### src/rtl/riscv_pkg.sv
// ----------------------------------------------------------------------------
// riscv_pkg
//   Shared types and constants for the instruction-fetch slice.
//   - XLEN / INSTR_BYTES      : datapath width and instruction size in bytes
//   - DEFAULT_RESET_PC        : default PC loaded on reset
//   - fetch_entry_t           : {pc, instr} pair buffered between fetch and decode
//   - fetch_state_t           : fetch FSM states (RUN, HALT after misaligned trap)
//   - pc_plus4 / is_misaligned: small PC helpers shared by fetch logic
// ----------------------------------------------------------------------------
package riscv_pkg;

    localparam int XLEN        = 32;
    localparam int INSTR_BYTES = 4;

    localparam logic [XLEN-1:0] DEFAULT_RESET_PC = 32'h0000_0000;

    typedef struct packed {
        logic [XLEN-1:0] pc;
        logic [XLEN-1:0] instr;
    } fetch_entry_t;

    typedef enum logic {
        FS_RUN  = 1'b0,
        FS_HALT = 1'b1
    } fetch_state_t;

    // Sequential next PC; wraps modulo 2^32 by construction of the 32-bit add.
    function automatic logic [XLEN-1:0] pc_plus4(input logic [XLEN-1:0] pc);
        return pc + 32'(INSTR_BYTES);
    endfunction

    // A fetch target must be word aligned.
    function automatic logic is_misaligned(input logic [XLEN-1:0] addr);
        return (addr[1:0] != 2'b00);
    endfunction

endpackage : riscv_pkg

### src/rtl/pc_fetch_unit_fetch_queue.sv
// ----------------------------------------------------------------------------
// fetch_queue
//   QDEPTH-entry FIFO of fetch_entry_t between the PC stage and decode.
//   Flush has priority over push and pop; a push into a full queue is only
//   accepted when a pop happens in the same cycle.
// Ports
//   clk      in   clock
//   rst      in   synchronous active-low reset
//   flush_i  in   drop all entries at the next posedge
//   push_i   in   write entry_i at the tail
//   entry_i  in   {pc, instr} to enqueue
//   pop_i    in   remove the head entry
//   full_o   out  count == QDEPTH
//   empty_o  out  count == 0
//   head_o   out  current head entry (registered storage)
// ----------------------------------------------------------------------------
module fetch_queue
    import riscv_pkg::*;
#(
    parameter int QDEPTH = 2
) (
    input  logic         clk,
    input  logic         rst,
    input  logic         flush_i,
    input  logic         push_i,
    input  fetch_entry_t entry_i,
    input  logic         pop_i,
    output logic         full_o,
    output logic         empty_o,
    output fetch_entry_t head_o
);

    localparam int PW = (QDEPTH > 1) ? $clog2(QDEPTH) : 1;
    localparam int CW = $clog2(QDEPTH + 1);

    fetch_entry_t   mem_q [QDEPTH];
    logic [PW-1:0]  head_q, head_d;
    logic [PW-1:0]  tail_q, tail_d;
    logic [CW-1:0]  count_q, count_d;
    logic           do_push_s;
    logic           do_pop_s;

    assign full_o  = (count_q == CW'(QDEPTH));
    assign empty_o = (count_q == {CW{1'b0}});
    assign head_o  = mem_q[head_q];

    // Qualify push/pop and compute next pointers and occupancy.
    always_comb begin
        do_pop_s  = pop_i & ~empty_o;
        do_push_s = push_i & (~full_o | do_pop_s);
        head_d    = head_q;
        tail_d    = tail_q;
        count_d   = count_q;
        if (flush_i) begin
            head_d  = {PW{1'b0}};
            tail_d  = {PW{1'b0}};
            count_d = {CW{1'b0}};
        end else begin
            // Pointers wrap naturally because QDEPTH is a power of two.
            if (do_pop_s) begin
                head_d = head_q + PW'(1);
            end else begin
                head_d = head_q;
            end
            if (do_push_s) begin
                tail_d = tail_q + PW'(1);
            end else begin
                tail_d = tail_q;
            end
            case ({do_push_s, do_pop_s})
                2'b10:   count_d = count_q + CW'(1);
                2'b01:   count_d = count_q - CW'(1);
                default: count_d = count_q;
            endcase
        end
    end

    // Pointer, occupancy and storage registers.
    always_ff @(posedge clk) begin
        if (!rst) begin
            head_q  <= {PW{1'b0}};
            tail_q  <= {PW{1'b0}};
            count_q <= {CW{1'b0}};
            for (int i = 0; i < QDEPTH; i++) begin
                mem_q[i] <= '0;
            end
        end else begin
            head_q  <= head_d;
            tail_q  <= tail_d;
            count_q <= count_d;
            if (do_push_s && !flush_i) begin
                mem_q[tail_q] <= entry_i;
            end
        end
    end

endmodule : fetch_queue

### src/rtl/pc_fetch_unit.sv
// ----------------------------------------------------------------------------
// pc_fetch_unit
//   Instruction-fetch stage in front of Instrmem. Owns the PC, presents it as
//   the memory address, captures the returned instruction in the same cycle
//   and queues {pc, instr} pairs for decode over a valid/ready handshake.
//   Redirects flush the queue and load a new PC; a misaligned redirect target
//   halts fetching with a sticky trap until reset.
// Ports
//   clk                in   clock
//   rst                in   synchronous active-low reset
//   imem_addr_o        out  fetch address (= pc)
//   imem_instr_i       in   instruction read at imem_addr_o
//   redirect_i         in   taken branch/jump this cycle
//   redirect_target_i  in   new PC on redirect
//   fetch_valid_o      out  queue head valid
//   fetch_ready_i      in   decode accepts the head
//   fetch_instr_o      out  head instruction
//   fetch_pc_o         out  head PC
//   fetch_pc4_o        out  head PC + 4 (link value)
//   trap_o             out  sticky misaligned-fetch trap
//   fetch_count_o      out  number of handshaked instructions (wraps)
// ----------------------------------------------------------------------------
module pc_fetch_unit
    import riscv_pkg::*;
#(
    parameter logic [31:0] RESET_PC = DEFAULT_RESET_PC,
    parameter int          QDEPTH   = 2
) (
    input  logic        clk,
    input  logic        rst,
    output logic [31:0] imem_addr_o,
    input  logic [31:0] imem_instr_i,
    input  logic        redirect_i,
    input  logic [31:0] redirect_target_i,
    output logic        fetch_valid_o,
    input  logic        fetch_ready_i,
    output logic [31:0] fetch_instr_o,
    output logic [31:0] fetch_pc_o,
    output logic [31:0] fetch_pc4_o,
    output logic        trap_o,
    output logic [31:0] fetch_count_o
);

    fetch_state_t  state_q, state_d;
    logic [31:0]   pc_q, pc_d;
    logic [31:0]   count_q, count_d;

    logic          q_full_s;
    logic          q_empty_s;
    fetch_entry_t  q_head_s;
    fetch_entry_t  q_entry_s;
    logic          deq_s;
    logic          enq_s;

    assign imem_addr_o   = pc_q;
    assign fetch_valid_o = ~q_empty_s;
    assign fetch_pc_o    = q_head_s.pc;
    assign fetch_instr_o = q_head_s.instr;
    assign fetch_pc4_o   = pc_plus4(q_head_s.pc);
    assign trap_o        = (state_q == FS_HALT);
    assign fetch_count_o = count_q;

    assign q_entry_s = '{pc: pc_q, instr: imem_instr_i};

    // Handshake and enqueue qualification. A redirect takes priority over
    // fetching, and a full queue can still accept when the head leaves.
    always_comb begin
        deq_s = fetch_valid_o & fetch_ready_i;
        enq_s = ~trap_o & ~redirect_i & (~q_full_s | deq_s);
    end

    // Next PC: redirect target, sequential advance, or hold when stalled.
    always_comb begin
        pc_d = pc_q;
        if (redirect_i) begin
            pc_d = redirect_target_i;
        end else if (enq_s) begin
            pc_d = pc_plus4(pc_q);
        end else begin
            pc_d = pc_q;
        end
    end

    // Fetch FSM: a misaligned redirect halts fetching; only reset resumes.
    always_comb begin
        state_d = state_q;
        case (state_q)
            FS_RUN: begin
                if (redirect_i && is_misaligned(redirect_target_i)) begin
                    state_d = FS_HALT;
                end else begin
                    state_d = FS_RUN;
                end
            end
            FS_HALT: state_d = FS_HALT;
            default: state_d = FS_HALT;
        endcase
    end

    // Dequeue counter; deliberately wraps at 2^32.
    always_comb begin
        count_d = count_q;
        if (deq_s) begin
            count_d = count_q + 32'd1;
        end else begin
            count_d = count_q;
        end
    end

    // PC, FSM and counter registers.
    always_ff @(posedge clk) begin
        if (!rst) begin
            pc_q    <= RESET_PC;
            state_q <= FS_RUN;
            count_q <= 32'd0;
        end else begin
            pc_q    <= pc_d;
            state_q <= state_d;
            count_q <= count_d;
        end
    end

    fetch_queue #(
        .QDEPTH (QDEPTH)
    ) u_fetch_queue (
        .clk     (clk),
        .rst     (rst),
        .flush_i (redirect_i),
        .push_i  (enq_s),
        .entry_i (q_entry_s),
        .pop_i   (deq_s),
        .full_o  (q_full_s),
        .empty_o (q_empty_s),
        .head_o  (q_head_s)
    );

endmodule : pc_fetch_unit

### config.mk
export PLATFORM = sky130hd
export DESIGN_NAME = pc_fetch_unit
export DESIGN_NICKNAME = d
export VERILOG_FILES = /design/src/rtl/riscv_pkg.sv /design/src/rtl/pc_fetch_unit_fetch_queue.sv /design/src/rtl/pc_fetch_unit.sv
export SDC_FILE = /design/constraint.sdc
export NUM_CORES = 1
export LEC_CHECK = 0
export ABC_AREA = 1
export BUFFER_PORTS_ARGS = -buffer_cell sky130_fd_sc_hd__buf_4
export CAP_MARGIN = 20
export CORE_MARGIN = 4
export CORE_UTILIZATION = 30
export DETAILED_ROUTE_END_ITERATION = 10
export RECOVER_POWER = 100
export SYNTH_ARGS = -nofsm -noshare
export SYNTH_HDL_FRONTEND = slang
export SYNTH_SLANG_ARGS = --single-unit
### constraint.sdc
create_clock -name clk -period 4.02 [get_ports clk]
set_clock_uncertainty 0.15 [all_clocks]
set_input_delay 0.201 -clock clk [delete_from_list [all_inputs] [get_ports clk]]
set_output_delay 0.201 -clock clk [all_outputs]
set_load 0.02 [all_outputs]
* Word-level counts from Yosys, hierarchy flattened
Memory sizes are Yosys's and may differ from the RTL's. A register that Yosys moved wholly into a read port is not among the register bits.
Index checks and enable logic that the tools add are counted.
W data, S select, Z words.
** Cells by class
- $add $sub $neg :: 7
- Equality and inequality tests :: 3
- Multiplexer cells :: 14
- Bitwise gates (word level) :: 12
- Reductions and logical operators :: 9
** Operator list (count)
- $add A32 B3 Y32 const B :: 2
- $mux W32 :: 2
- $mux W64 :: 1
- $reduce_or A64 Y1 :: 1
- $add A32 B1 Y32 const B :: 1
- $mux W1 :: 9
- $reduce_bool A2 Y1 :: 3
- $and A1 B1 Y1 :: 5
- $not A1 Y1 :: 5
- $eq A2 B2 Y1 const B :: 2
- $pmux W2 S2 :: 1
- $add A1 B1 Y1 const B :: 2
- $add A2 B1 Y2 const B :: 1
- $eq A2 B1 Y1 const B :: 1
- $logic_and A1 B1 Y1 :: 2
- $logic_not A2 Y1 :: 1
- $or A1 B1 Y1 :: 2
- $pmux W1 S2 :: 1
- $reduce_or A2 Y1 :: 1
- $sub A2 B1 Y2 const B :: 1
- $logic_not A1 Y1 :: 1
** Storage, ports and cells
- Bits in registers :: 69
- Memory bits (writable) :: 128
- Bits of input ports :: 68
- Output and inout port bits :: 162
- Word-level logic and storage cells :: 52
- Memories :: 1
** Memory list
- u_fetch_queue.mem_q :: words 2, bits a word 64, rd ports 1, clocked after Yosys merged registers in 1, write ports 2, line pc_fetch_unit_fetch_queue.sv:36 : fetch_entry_t mem_q [QDEPTH];

* Logic depth before layout (Yosys ltp)
- Word-level depth :: 12
- Mapped depth :: 13
- Gate-level depth less buffers :: 12

* By module
From an unflattened synthesis, not the netlist that was laid out.
** Unflattened totals
- Cells, all modules :: 1264
- Area, all modules :: 10787.8 µm²
** Modules (own cells, without submodules)
- fetch_queue :: instances 1, cells each 450, area each 5869.4 µm², sequential area each 3943.8 µm²
- pc_fetch_unit :: instances 1, cells each 814, area each 4918.5 µm², sequential area each 1301.2 µm²

* Worst setup path after synthesis
No wires, ideal clock.
- Kind :: flip-flop to flip-flop
- Start point :: register state_q, in the netlist trap_o
- End point :: memory u_fetch_queue.mem_q[0][0] (netlist bit), enable pin
- Library setup time :: 0.424 ns
- Arrival time :: 2.546 ns
- Data required time :: 3.446 ns
- Path slack :: 0.901 ns
- Cell stages (with the launch flop) :: 8
- Path buffers :: 2
- Clock period less this slack :: 3.119 ns
- Cell sequence :: dfxtp_1 > nor2_1 > nand2_1 > inv_1 > buf_2 > buf_2 > nand2_1 > nand2_1
** RTL lines
- from (decl) :: line pc_fetch_unit.sv:44 : fetch_state_t state_q, state_d;
- from (signal assigned) :: line pc_fetch_unit.sv:118 : state_q <= state_d;
- to (decl) :: line pc_fetch_unit_fetch_queue.sv:36

==> flow_summary.toml <==
[logic_synthesis]
yosysSeqAreaShare = 0.475
netlist_instances = 1445
netlist_area_mm2 = 0.0110
ys_seq_elements = 198
synth_edf_count = 128
ys.flop_type = "edfxtp_1"
async_reset_ff_frac = 0
avgSynthCellArea_um2 = 7.64
yosys_warnings = 0
mappedNetlistNets = 1517
ys_types = 37

[cells_and_area]
syn_to_final_growth_pct = 24.8
drive_gt1_frac = 0.118
fillers = 3824
regArea_mm2 = 0.00525
multi_input_area_mm2 = 0.00463
final_nets = 1789

[timing]
clock.fmax_mhz = 283
rsz0062_at_grt = "false"
slew_viol_final = 37
setup_slack_ps = 486
hold_viol = 0
fin_crit_ps = 3530
relSlewSlack = -0.149
setup_violations = 0
tns_ps = 0
finalCritPeriodShare = 0.879
worstMarginPinSlew_ps = 1720

[clock_tree]
root_buffer = "clkbuf_16"
tritoncts = "built"
worstSkewPairLatency_ps = 440
clk_path_buf_depth = 2
post-cts-setup-buffers = 0
path_clk_slew_ps = 70
cts_buffers = 17
h-tree-depth = 4
clock-sinks = 198

[pwr]
clkPwrFrac = 0.357
fin_total_pwr_mw = 4.87
p_sw_mw = 1.35
p_sw_frac = 0.276
power.density_mw_per_mm2 = 354
pwr-share-comb = 0.163
vdd_drop_max_uv = 242
pwr-share-seq = 0.480
power.leakage_nw = 5.40
p_int_mw = 3.53

[drt]
vias = 10087
ant_nets = 0
drtPass1Iterations = 6
avgViaCountPerCell = 4.60
wire_per_inst_um = 15.7
drc = 0
drt_iter0_markers = 544
routed_wl_um = 34500

[die]
die_h_um = 200
coreArea_mm2 = 0.0359
die_x_um = 200
start_util = 0.307
die_area_mm2 = 0.0399
num_rows = 69
io_pins = 230

[global_route]
grt_start_max_net_pins = 65
grt_pass1_wl_um = 52300
overflow = 0
grt_pass1_vias = 9713
track_usage = 0.167
antenna_found_initial = 2

[run]
cap_violations = 1

[critical_path]
cp_max_fo = 37
critical_path_class = "register to output port"
crit_arrival_ps = 3180
worstPathRequired_ps = 3670
cp-start-kind = "register"
cp-end-kind = "output port"

[placed_design]
hpwlAfterDp_um = 26000
pre_cts_ws_ps = 1130
routabilityCongestion = 0.975
port_buffers = 229

[status]
violations = "capacitance limit, slew limit"
outcome = "finished with violations"

[min_path]
hold_class = "input pin to register"
## critical path, cell delays in order (launching register included)
cell     delay [ps]
dfxtp_4         600
o21ai_0         350
inv_1           290
ha_1            310
inv_1            60
nor2_1          230
nand3_1         200
nor2_1          340
nand2_1         100
nand2_1          60
nand2_1          60
buf_4           150
## placed cells by master, fill, tap and decap left out, types with 3 or more instances in the layout
cell	instances
nand3_1	77
clkbuf_4	3
nand4_1	14
ha_1	4
dfxtp_1	69
mux2_1	7
and2_1	3
nor2_1	312
o211ai_1	3
nand2_1	370
a31oi_1	4
clkbuf_1	116
nand2_2	3
buf_4	119
inv_1	191
dlygate4sd3_1	61
nor2_2	10
xor2_1	21
o21ai_0	60
clkbuf_16	17
mux2_2	27
inv_6	4
a21oi_1	64
nor3b_1	3
bufinv_16	3
o21ai_1	6
edfxtp_1	128
diode_2	4
## cell families after synthesis
logic type / after synthesis / synth area share
and+or+nand+nor: 798 / 0.290
buffers and inverters: 241 / 0.0921
DFF: 198 / 0.475
AOI/OAI and AO/OA: 148 / 0.0859
muxes: 34 / 0.0347
xor gates and xnor gates: 22 / 0.0175
adders and majority gates: 4 / 0.00454
## through the flow
| stage | cell area (µm²) | hold slack [ps] | cells | utilization |
|---|---|---|---|---|
| 6_report | 13800 | 15.5 | 2192 | 0.384 |
| 4_1_cts | 14400 | 9.09 | 2188 | 0.400 |
| 5_1_grt | 13800 | 46.5 | 2190 | 0.383 |
| 3_5_place_dp | 13200 | 289 | 2098 | 0.367 |
| 3_3_place_gp | 13200 | 283 | 2098 | 0.367 |
| 2_1_floorplan | 11000 | 189 | 1445 | - |
## power by group through the flow
stage	Sequential (mW)	Clock (mW)	Combinational (mW)
6_report	2.34	1.74	0.794
5_1_grt	2.35	1.86	0.867
3_3_place_gp	2.38	0	0.824
4_1_cts	2.34	1.78	0.882
2_1_floorplan	2.40	0	0.442
3_5_place_dp	2.39	0	0.828
## cell usage after synthesis, drive strengths merged, types with 4 or more instances
cell,number,area share
ha,4,0.0045
a21oi,66,0.040
nor2,322,0.11
buf,28,0.020
and2,4,0.0023
clkbuf,21,0.0071
xor2,21,0.017
o21ai,69,0.037
nand4,14,0.0079
edfxtp,128,0.35
mux2,34,0.035
nand2,373,0.13
inv,191,0.065
nand3,78,0.035
a31oi,4,0.0023
dfxtp,70,0.13
## path summary, 6_finish.rpt
| check | startpoint | cells after the start | endpoint | slack (ps) |
|---|---|---|---|---|
| min reg2reg | u_fetch_queue.tail_q$_SDFFE_PP0P_ | 2 | u_fetch_queue.tail_q$_SDFFE_PP0P_ | 330 |
| max | register | 11 | fetch_pc4_o[28] | 490 |
| min | redirect_target_i[12] | 5 | imem_addr_o[12]$_SDFFE_PN0P_ | 20 |
| max reg2reg | u_fetch_queue.count_q[0]$_SDFFE_PP0P_ | 8 | u_fetch_queue.mem_q[0][18]$_SDFFCE_PN0P_ | 1140 |
## layout make-up
cell class,instances,share of cell area
multi-input cells,1006,0.336
flip-flops and latches,198,0.381
clock inverters,11,0.0108
well taps,461,0.0419
diodes,4,0.000727
inverters,192,0.0523
repair buffers,302,0.146
clock buffers,18,0.0312
## timing repair
item | in CTS | in global routing
resized for setup | 0 | 0
hold buffers | 61 | 0
endpoints found under the hold margin | 93 | 0
## registers in the layout, indices dropped and copies added (netlist names), named ones only
| register | count |
|---|---|
| u_fetch_queue.mem_q | 128 |
| fetch_count_o | 32 |
| imem_addr_o | 32 |
| u_fetch_queue.count_q | 2 |
| trap_o | 1 |
| u_fetch_queue.head_q | 1 |
| u_fetch_queue.tail_q | 1 |
## routing by layer
| metal | track usage | up-vias | share of wire |
|---|---|---|---|
| li1 | - | 5138 | - |
| met1 | 0.211 | 4637 | 0.43 |
| met5 | 0 | - | 0 |
| met2 | 0.288 | 261 | 0.49 |
| met4 | 0.0579 | 0 | 0.028 |
| met3 | 0.0300 | 51 | 0.051 |
(Power assumes the default switching activity.)
